**config.mk**
```make
export PLATFORM = sky130hd
export DESIGN_NAME = sawtooth_arbiter
export DESIGN_NICKNAME = d
export VERILOG_FILES = /design/src/rtl/sawtooth_arbiter.sv
export SDC_FILE = /design/constraint.sdc
export NUM_CORES = 1
export LEC_CHECK = 0
export BUFFER_PORTS_ARGS = -buffer_cell sky130_fd_sc_hd__buf_4
export CAP_MARGIN = 15
export CORE_AREA = 2 2 158 160
export DETAILED_ROUTE_END_ITERATION = 7
export DIE_AREA = 0 0 160 162
export HOLD_SLACK_MARGIN = 0.06
export PLACE_DENSITY = 0.85
export RECOVER_POWER = 50
export REMOVE_ABC_BUFFERS = 1
export SYNTH_ARGS = -nofsm -noshare
export SYNTH_HDL_FRONTEND = slang
export SYNTH_SLANG_ARGS = --single-unit
```
**constraint.sdc**
```tcl
create_clock -name clk -period 5.65 [get_ports clk]
set_clock_uncertainty 0.05 [all_clocks]
set_input_delay 0 -clock clk [delete_from_list [all_inputs] [get_ports clk]]
set_output_delay 0 -clock clk [all_outputs]
set_load 0.02 [all_outputs]
```
**src/rtl/sawtooth_arbiter.sv**
```systemverilog
// Round-robin front end sharing one in-order sawtooth pipeline between NREQ requesters.
// Define SAWTOOTH_ARB_ERR_EN to add the err_orphan flag and err_count counter for orphan returns.
module sawtooth_arbiter #(
    parameter int PRECISION = 32,
    parameter int NREQ      = 4,
    parameter int DEPTH     = 64
) (
    input  logic                          clk,
    input  logic                          reset_n,
    input  logic [NREQ-1:0]               req_valid,
    output logic [NREQ-1:0]               req_ready,
    input  logic [NREQ*PRECISION-1:0]     req_x,
    input  logic [NREQ*PRECISION-1:0]     req_epsilon,
    output logic                          st_tvalid,
    output logic [PRECISION-1:0]          st_x,
    output logic [PRECISION-1:0]          st_epsilon,
    input  logic                          st_valid,
    input  logic [PRECISION-1:0]          st_result,
    output logic                          rsp_valid,
    output logic [$clog2(NREQ)-1:0]       rsp_id,
    output logic [PRECISION-1:0]          rsp_data,
    output logic [$clog2(DEPTH):0]        inflight
`ifdef SAWTOOTH_ARB_ERR_EN
    ,
    output logic                          err_orphan,
    output logic [15:0]                   err_count
`endif
);

    localparam int IDW = $clog2(NREQ);
    localparam int AW  = $clog2(DEPTH);
    localparam int CW  = AW + 1;

    logic [IDW-1:0] ptr;
    logic [IDW-1:0] winner;
    logic [IDW-1:0] cand;
    logic           found;
    logic           full;
    logic           push;
    logic           pop;

    logic [IDW-1:0] tag_mem [DEPTH];
    logic [AW-1:0]  wr_ptr;
    logic [AW-1:0]  rd_ptr;

    // Cyclic search starting at the priority pointer; the first valid requester wins.
    always_comb begin
        winner = '0;
        cand   = '0;
        found  = 1'b0;
        for (int unsigned k = 0; k < NREQ; k++) begin
            cand = IDW'((32'(ptr) + k) % NREQ);
            if (!found && req_valid[cand]) begin
                found  = 1'b1;
                winner = cand;
            end
        end
    end

    // Full uses registered occupancy, so a same-cycle pop never frees a slot for this grant.
    assign full = (inflight == CW'(DEPTH));
    assign push = found && !full;
    assign pop  = st_valid && (inflight != '0);

    always_comb begin
        req_ready = '0;
        if (push) begin
            req_ready[winner] = 1'b1;
        end
    end

    always_ff @(posedge clk) begin
        if (!reset_n) begin
            st_tvalid  <= 1'b0;
            st_x       <= '0;
            st_epsilon <= '0;
            ptr        <= '0;
        end else begin
            st_tvalid <= push;
            if (push) begin
                st_x       <= req_x[32'(winner)*PRECISION +: PRECISION];
                st_epsilon <= req_epsilon[32'(winner)*PRECISION +: PRECISION];
                ptr        <= (winner == IDW'(NREQ - 1)) ? '0 : winner + 1'b1;
            end
        end
    end

    always_ff @(posedge clk) begin
        if (reset_n && push) begin
            tag_mem[wr_ptr] <= winner;
        end
    end

    always_ff @(posedge clk) begin
        if (!reset_n) begin
            wr_ptr    <= '0;
            rd_ptr    <= '0;
            inflight  <= '0;
            rsp_valid <= 1'b0;
            rsp_id    <= '0;
            rsp_data  <= '0;
        end else begin
            if (push) begin
                wr_ptr <= wr_ptr + 1'b1;
            end
            if (pop) begin
                rd_ptr   <= rd_ptr + 1'b1;
                rsp_id   <= tag_mem[rd_ptr];
                rsp_data <= st_result;
            end
            rsp_valid <= pop;
            case ({push, pop})
                2'b10:   inflight <= inflight + 1'b1;
                2'b01:   inflight <= inflight - 1'b1;
                default: inflight <= inflight;
            endcase
        end
    end

`ifdef SAWTOOTH_ARB_ERR_EN
    logic orphan;
    assign orphan = st_valid && (inflight == '0);

    always_ff @(posedge clk) begin
        if (!reset_n) begin
            err_orphan <= 1'b0;
            err_count  <= '0;
        end else if (orphan) begin
            err_orphan <= 1'b1;
            if (err_count != '1) begin
                err_count <= err_count + 1'b1;
            end
        end
    end
`endif

endmodule

```
# Word-level counts from Yosys, hierarchy flattened
# Memory sizes are Yosys's and may differ from the RTL's. A register that Yosys moved wholly into a read port is not among the register bits.
# Cells that the tools add are included.
[word_totals]
reg_bits = 119
latchBits = 0
ram_bits = 128
rom_bits = 0
inputBits = 295
word_cells = 67
memories = 1
[op_classes]
add_sub_neg = 8
multipliers = 0
div = 0
magnitude_cmp = 6
eq_ne = 4
shift = 2
n_mux = 23
bitwise_logic = 0
reduce_logical = 14
[mem_list]
columns = ["name", "words", "width", "rd", "rd_ports_with_merged_regs", "write_ports", "line_no", "source"]
rows = [
  ["tag_mem", 64, 2, 1, 1, 1, "42", "logic [IDW-1:0] tag_mem [DEPTH];"],
]
[ops]
columns = ["op", "count"]
rows = [
  ["$shiftx 128x8->32", 2],
  ["$lt 2x3->1 const B", 5],
  ["$pmux 7 s2", 1],
  ["$add 6x1->6 const B", 2],
  ["$mux 1", 11],
  ["$mux 2", 5],
  ["$bmux 1 s2", 4],
  ["$add 7x1->7 const B", 1],
  ["$eq 7x7->1 const B", 1],
  ["$logic_and 1x1->1", 7],
  ["$reduce_bool 7->1", 1],
  ["$sub 7x1->7 const B", 1],
  ["$logic_not 1->1", 5],
  ["$add 2x1->2 const B", 2],
  ["$add 2x2->2 const B", 2],
  ["$eq 2x2->1 const B", 2],
  ["$mux 4", 1],
  ["$demux 1 s2", 1],
  ["$eq 2x1->1 const B", 1],
  ["$ge 2x1->1 const B", 1],
  ["$reduce_bool 2->1", 1],
]

# Depth between registers and ports, before layout
[logic_depth]
word_depth = 17
mapped_depth = 15

# Worst setup path after synthesis
# No wires, ideal clock.
[synth_path]
kind = "reg2reg"
from = "reg inflight[0]"
to = "reg inflight[6]"
setup_time_ns = 0.070
arrival_time_ns = 3.187
setup_slack_ns = 2.343
stages_incl_launch_ff = 15
n_path_buf = 2
synth_period_minus_slack_ns = 3.307
path_cell_list = "dfxtp_1 nor2_1 nand3_1 o21ai_1 inv_1 clkbuf_1 clkbuf_1 ha_1 ha_1 nor2b_1 o21ai_1 a21oi_1 or4_1 a31o_1 a21oi_1"
[synth_via]
elab_cells_between_ends = 11
classes_between = "2 x add/sub; 3 x eq/ne; 1 x mux; 5 x reduce/logical"
[synth_rtl]
columns = ["item", "line_no", "source"]
rows = [
  ["start: declaration", "22", "output logic [$clog2(DEPTH):0] inflight"],
  ["start signal: assignment", "113", "2'b10: inflight <= inflight + 1'b1;"],
  ["start signal: assignment", "114", "2'b01: inflight <= inflight - 1'b1;"],
  ["start signal: assignment", "115", "default: inflight <= inflight;"],
  ["$reduce_bool 7->1 *", "63", "assign pop = st_valid && (inflight != '0);"],
  ["$logic_and 1x1->1 *", "63", ""],
  ["net pop", "40", "logic pop;"],
  ["$eq 2x1->1 / $eq 2x2->1 (equally long branches)", "112", "case ({push, pop})"],
  ["$pmux 7 s2 / $reduce_bool 2->1 (equally long branches)", "n/a", ""],
]
# Mark *: on every way through the listed nets, which the timed path passes. The rest lies on a longest branch.
# A chain may end at the register's enable or synchronous reset.

# Final worst setup path
[layout_path]
from = "reg ptr[0]"
to = "reg st_epsilon[9]"
[layout_via]
elab_chain_cells = 13
elab_cells_between_ends = 27
classes_between = "3 x add/sub; 1 x shift; 16 x mux; 7 x reduce/logical"
[layout_lines]
columns = ["item", "line_no", "source"]
rows = [
  ["start: declaration", "34", "logic [IDW-1:0] ptr;"],
  ["start signal: assignment", "83", "ptr <= (winner == IDW'(NREQ - 1)) ? '0 : winner + 1'b1;"],
  ["branches (longest 11 deep; another with $add 2x1->2)", "n/a", ""],
  ["$mux 2 *", "53", "if (!found && req_valid[cand]) begin"],
  ["net winner[0]", "35", "logic [IDW-1:0] winner;"],
  ["$shiftx 128x8->32 *", "82", "st_epsilon <= req_epsilon[32'(winner)*PRECISION +: PRECISION];"],
  ["end signal: assignment", "82", ""],
  ["end: declaration", "16", "output logic [PRECISION-1:0] st_epsilon,"],
]
# Mark *: on every way through the listed nets, which the timed path passes. The select of a mux whose other input is x is not followed.

==> impl_metrics.csv <==
group,metric,value,unit
synthesis,synth-seq-cells,249,
power_and_ir_drop,pwr-share-clk,26.5,%
placement,port_buffers,405,
floorplan,rows,57,
grt,grt_overflow_total,0,
cells_and_area,layout.nets,1914,
critical_path,r2r_cells,9,
routing,drc,0,
critical_path,r2r_start,"ptr[0]",
critical_path,crit_start,"ptr[0]",
routing,wirelength,48520,µm
cells_and_area,final_common_cell,"buf_4",
critical_path,end_kind,"flop",
sta,rsz0062_at_grt,"false",
run,drv_cap,5,
power_and_ir_drop,swShare,35.21,%
placement,dpl_cell_area,14620,µm²
cts,worstSkewPairLatency,0.55,ns
critical_path,rr_endpoint,"st_epsilon[9]",
cells_and_area,syn_to_final_growth,54.60,%
worst_hold_path,worst_hold_path_type,"primary input to flop",
critical_path,cp_max_fo,68,
cells_and_area,design_area,17630,µm²
outcome,outcome,"complete, but fails checks",
power_and_ir_drop,switchingPower,2.278,mW
sta,worst_pin_slew,1.924,ns
critical_path,crit_end,"st_epsilon[9]",
synthesis,synth_cell_types,48,
synthesis,synthArstFlopShare,0,%
power_and_ir_drop,p_seq_share,36.8,%
synthesis,netlist_area,11400,µm²
sta,drv_slew,230,
synthesis,synth_seq_area_share,54.95,%
cts,clock-sinks,249,
routing,drt-vias-per-instance,6.001,
sta,max_freq,223.5,MHz
synthesis,yosys.area_share.adder,1.492,%
floorplan,design.die.area,25920,µm²
floorplan,initial_utilization,47.30,%
synthesis,muxShareOfSynthArea,18.19,%
critical_path,path_cells,"nor2b_1 -> a21oi_1 -> nor2_1 -> a211o_1 -> inv_1 -> nand3_2 -> buf_4 -> o221ai_1 -> dlygate4sd3_1",
grt,grt_max_degree,131,
routing,wl_per_cell,24.81,µm
cts,cts_root_buf,"clkbuf_16",
critical_path,cp_slowest_cell,"inv_1",
routing,drtPass1Iterations,8,
sta,setup_viol,0,
floorplan,fp.dieH,162,µm
power_and_ir_drop,p_int,4.191,mW
grt,antenna_found_initial,5,
sta,slew-limit-headroom,-28.26,%
critical_path,cp_slowest_stage_delay,1.38,ns
cts,postCtsSetupBuffers,0,
cts,cts_resized,0,
synthesis,synth_top_family_by_area,"multiplexers",
floorplan,io-pin-count,406,
synthesis,synth_flop_cell,"edfxtp_1",
critical_path,critPathKind,"flop to flop",
critical_path,arrival,4.89,ns
grt,grt_pass1_vias,12066,
cts,clk_path_buf_depth,3,
routing,antenna_left,0,
cts,cts_max_level,1,
synthesis,avgSynthCellArea,11.62,µm²
synthesis,synth_xor_area_share,0.8449,%
power_and_ir_drop,power_per_cell_area,367.0,nW/µm²
power_and_ir_drop,ir_worst_vdd,0.0002588,V
placement,gp_congestion,0.8875,
placement,place_ws,2.365,ns
placement,dp_hpwl,27460,µm
synthesis,ys_warn_count,0,
sta,final.setup.worst_slack,1.175,ns
cells_and_area,drive_above_1_share,23.48,%
outcome,violations,"max-capacitance violations, max-slew violations",
critical_path,cp-start-kind,"flop",
sta,post-route-min-period,4.475,ns
synthesis,postSynthCellCount,981,
cts,cts_tree,"done",
grt,grt_pass1_wl,70150,µm
power_and_ir_drop,combPwrFrac,36.7,%
sta,fin_crit_sh,79.20,%
synthesis,post_synth_and_or_nand_nor_area_fraction,12.28,%
synthesis,synth_compound_area_share,8.801,%
cts,cts.clk_slew.worst_paths,0.07,ns
cts,cts_hold_buf,258,
floorplan,die_w,160,µm
routing,drtIter0Drc,1203,
grt,grt_usage,35.69,%
synthesis,synth-edff-count,128,
power_and_ir_drop,cellLeakagePower,7.377,nW
cells_and_area,mostFrequentLayoutCells,"buf_4 (304), dlygate4sd3_1 (258), mux2i_1 (142), edfxtp_1 (128), dfxtp_1 (120)",
cts,cts-buffers-inserted,27,
floorplan,core_area,24110,µm²
critical_path,crit_required,6.06,ns
sta,final-hold-violation-count,0,
critical_path,ff2ff_setup_slack,1.18,ns
routing,num_vias,11737,
area by class of cell:
| type | count | area, µm² |
|---|---|---|
| multi-input cells | 642 | 4751 |
| clock inverters | 14 | 136.4 |
| diodes | 5 | 12.51 |
| fillers | 1506 | 6477 |
| clock buffers | 36 | 709.4 |
| inverters | 14 | 52.55 |
| flip-flops and latches | 249 | 6267 |
| repair buffers | 672 | 5294 |
| well taps | 324 | 405.4 |
critical path: cells and delay by family (launching register included):
kind                   cells  cell delay [ns]
AND/OR/NAND/NOR            3             0.55
AO/OA/AOI/OAI              3             0.86
flip-flops                 1             0.39
buffers and inverters      3             2.51
synth_stat cells, drive strengths merged, types with 5 or more instances:
cell / number / area (µm²)
nor2: 89 / 334.1
o22ai: 5 / 31.28
and3: 5 / 31.28
a21oi: 48 / 240.2
dfxtp: 121 / 2422
buf: 24 / 140.1
o21ai: 6 / 30.02
o221ai: 66 / 578.1
ha: 12 / 150.1
xor2: 7 / 61.31
nand3: 79 / 395.4
nand4: 8 / 50.05
edfxtp: 128 / 3844
clkbuf: 52 / 198.9
inv: 14 / 52.55
nor3: 7 / 40.04
mux4: 29 / 653.1
and2: 6 / 37.54
nand3b: 5 / 37.54
mux2i: 142 / 1421
nand2: 88 / 330.3
nor2b: 7 / 43.79
cell families after synthesis:
family | after synthesis
muxes | 171
AOI/OAI and AO/OA | 140
adders and majority gates | 13
xor gates and xnor gates | 11
DFF | 249
and+or+nand+nor | 307
buffers and inverters | 90
how the worst min path moves through the flow:
stage / depth (start not counted) / end / start
after floorplan: 1 / inflight[4] / reset_n
after global placement: 3 / rsp_data[8] / st_result[8]
after detailed placement: 3 / rsp_data[31] / st_result[31]
after CTS: 5 / ptr[1] / req_valid[0]
after global routing: 3 / rsp_id[0] / reset_n
final: 3 / rsp_id[0] / reset_n
metal layers:
layer / up-vias / GRT usage, % / part of all wire (%)
li1: 4941 / - / -
met4: 2 / 29.69 / 9.8
met5: - / 0 / 0.016
met1: 5610 / 36.71 / 32
met3: 292 / 8.733 / 9.3
met2: 892 / 61.87 / 49
power by group through the flow:
stage               Sequential [mW]  Clock [mW]  Combinational, mW
floorplan                      2.61           0               1.08
global placement               2.37           0               1.95
detailed placement             2.39           0               1.98
CTS                            2.35        1.70               2.39
global route                   2.40        1.78               2.47
finish                         2.38        1.72               2.37
through the flow:
stage	TNS (ns)	cells	hold slack, ns	utilization [%]	power (mW)
4_1_cts	0	1951	0.06403	74.86	6.435
5_1_grt	0	1955	0.06423	73.12	6.646
6_report	0	1956	0.04242	73.13	6.469
3_3_place_gp	0	1643	0.1983	60.64	4.325
2_1_floorplan	-878.47	905	0.07171	-	3.689
3_5_place_dp	0	1643	0.2049	60.64	4.368
flip-flops by register name (all words and copies together), names as in the netlist:
register,flops
inflight,7
ptr,2
rd_ptr,6
rsp_data,32
rsp_id,2
rsp_valid,1
st_epsilon,32
st_tvalid,1
st_x,32
tag_mem,128
wr_ptr,6
No activity file was read; power rests on OpenSTA's default activity.
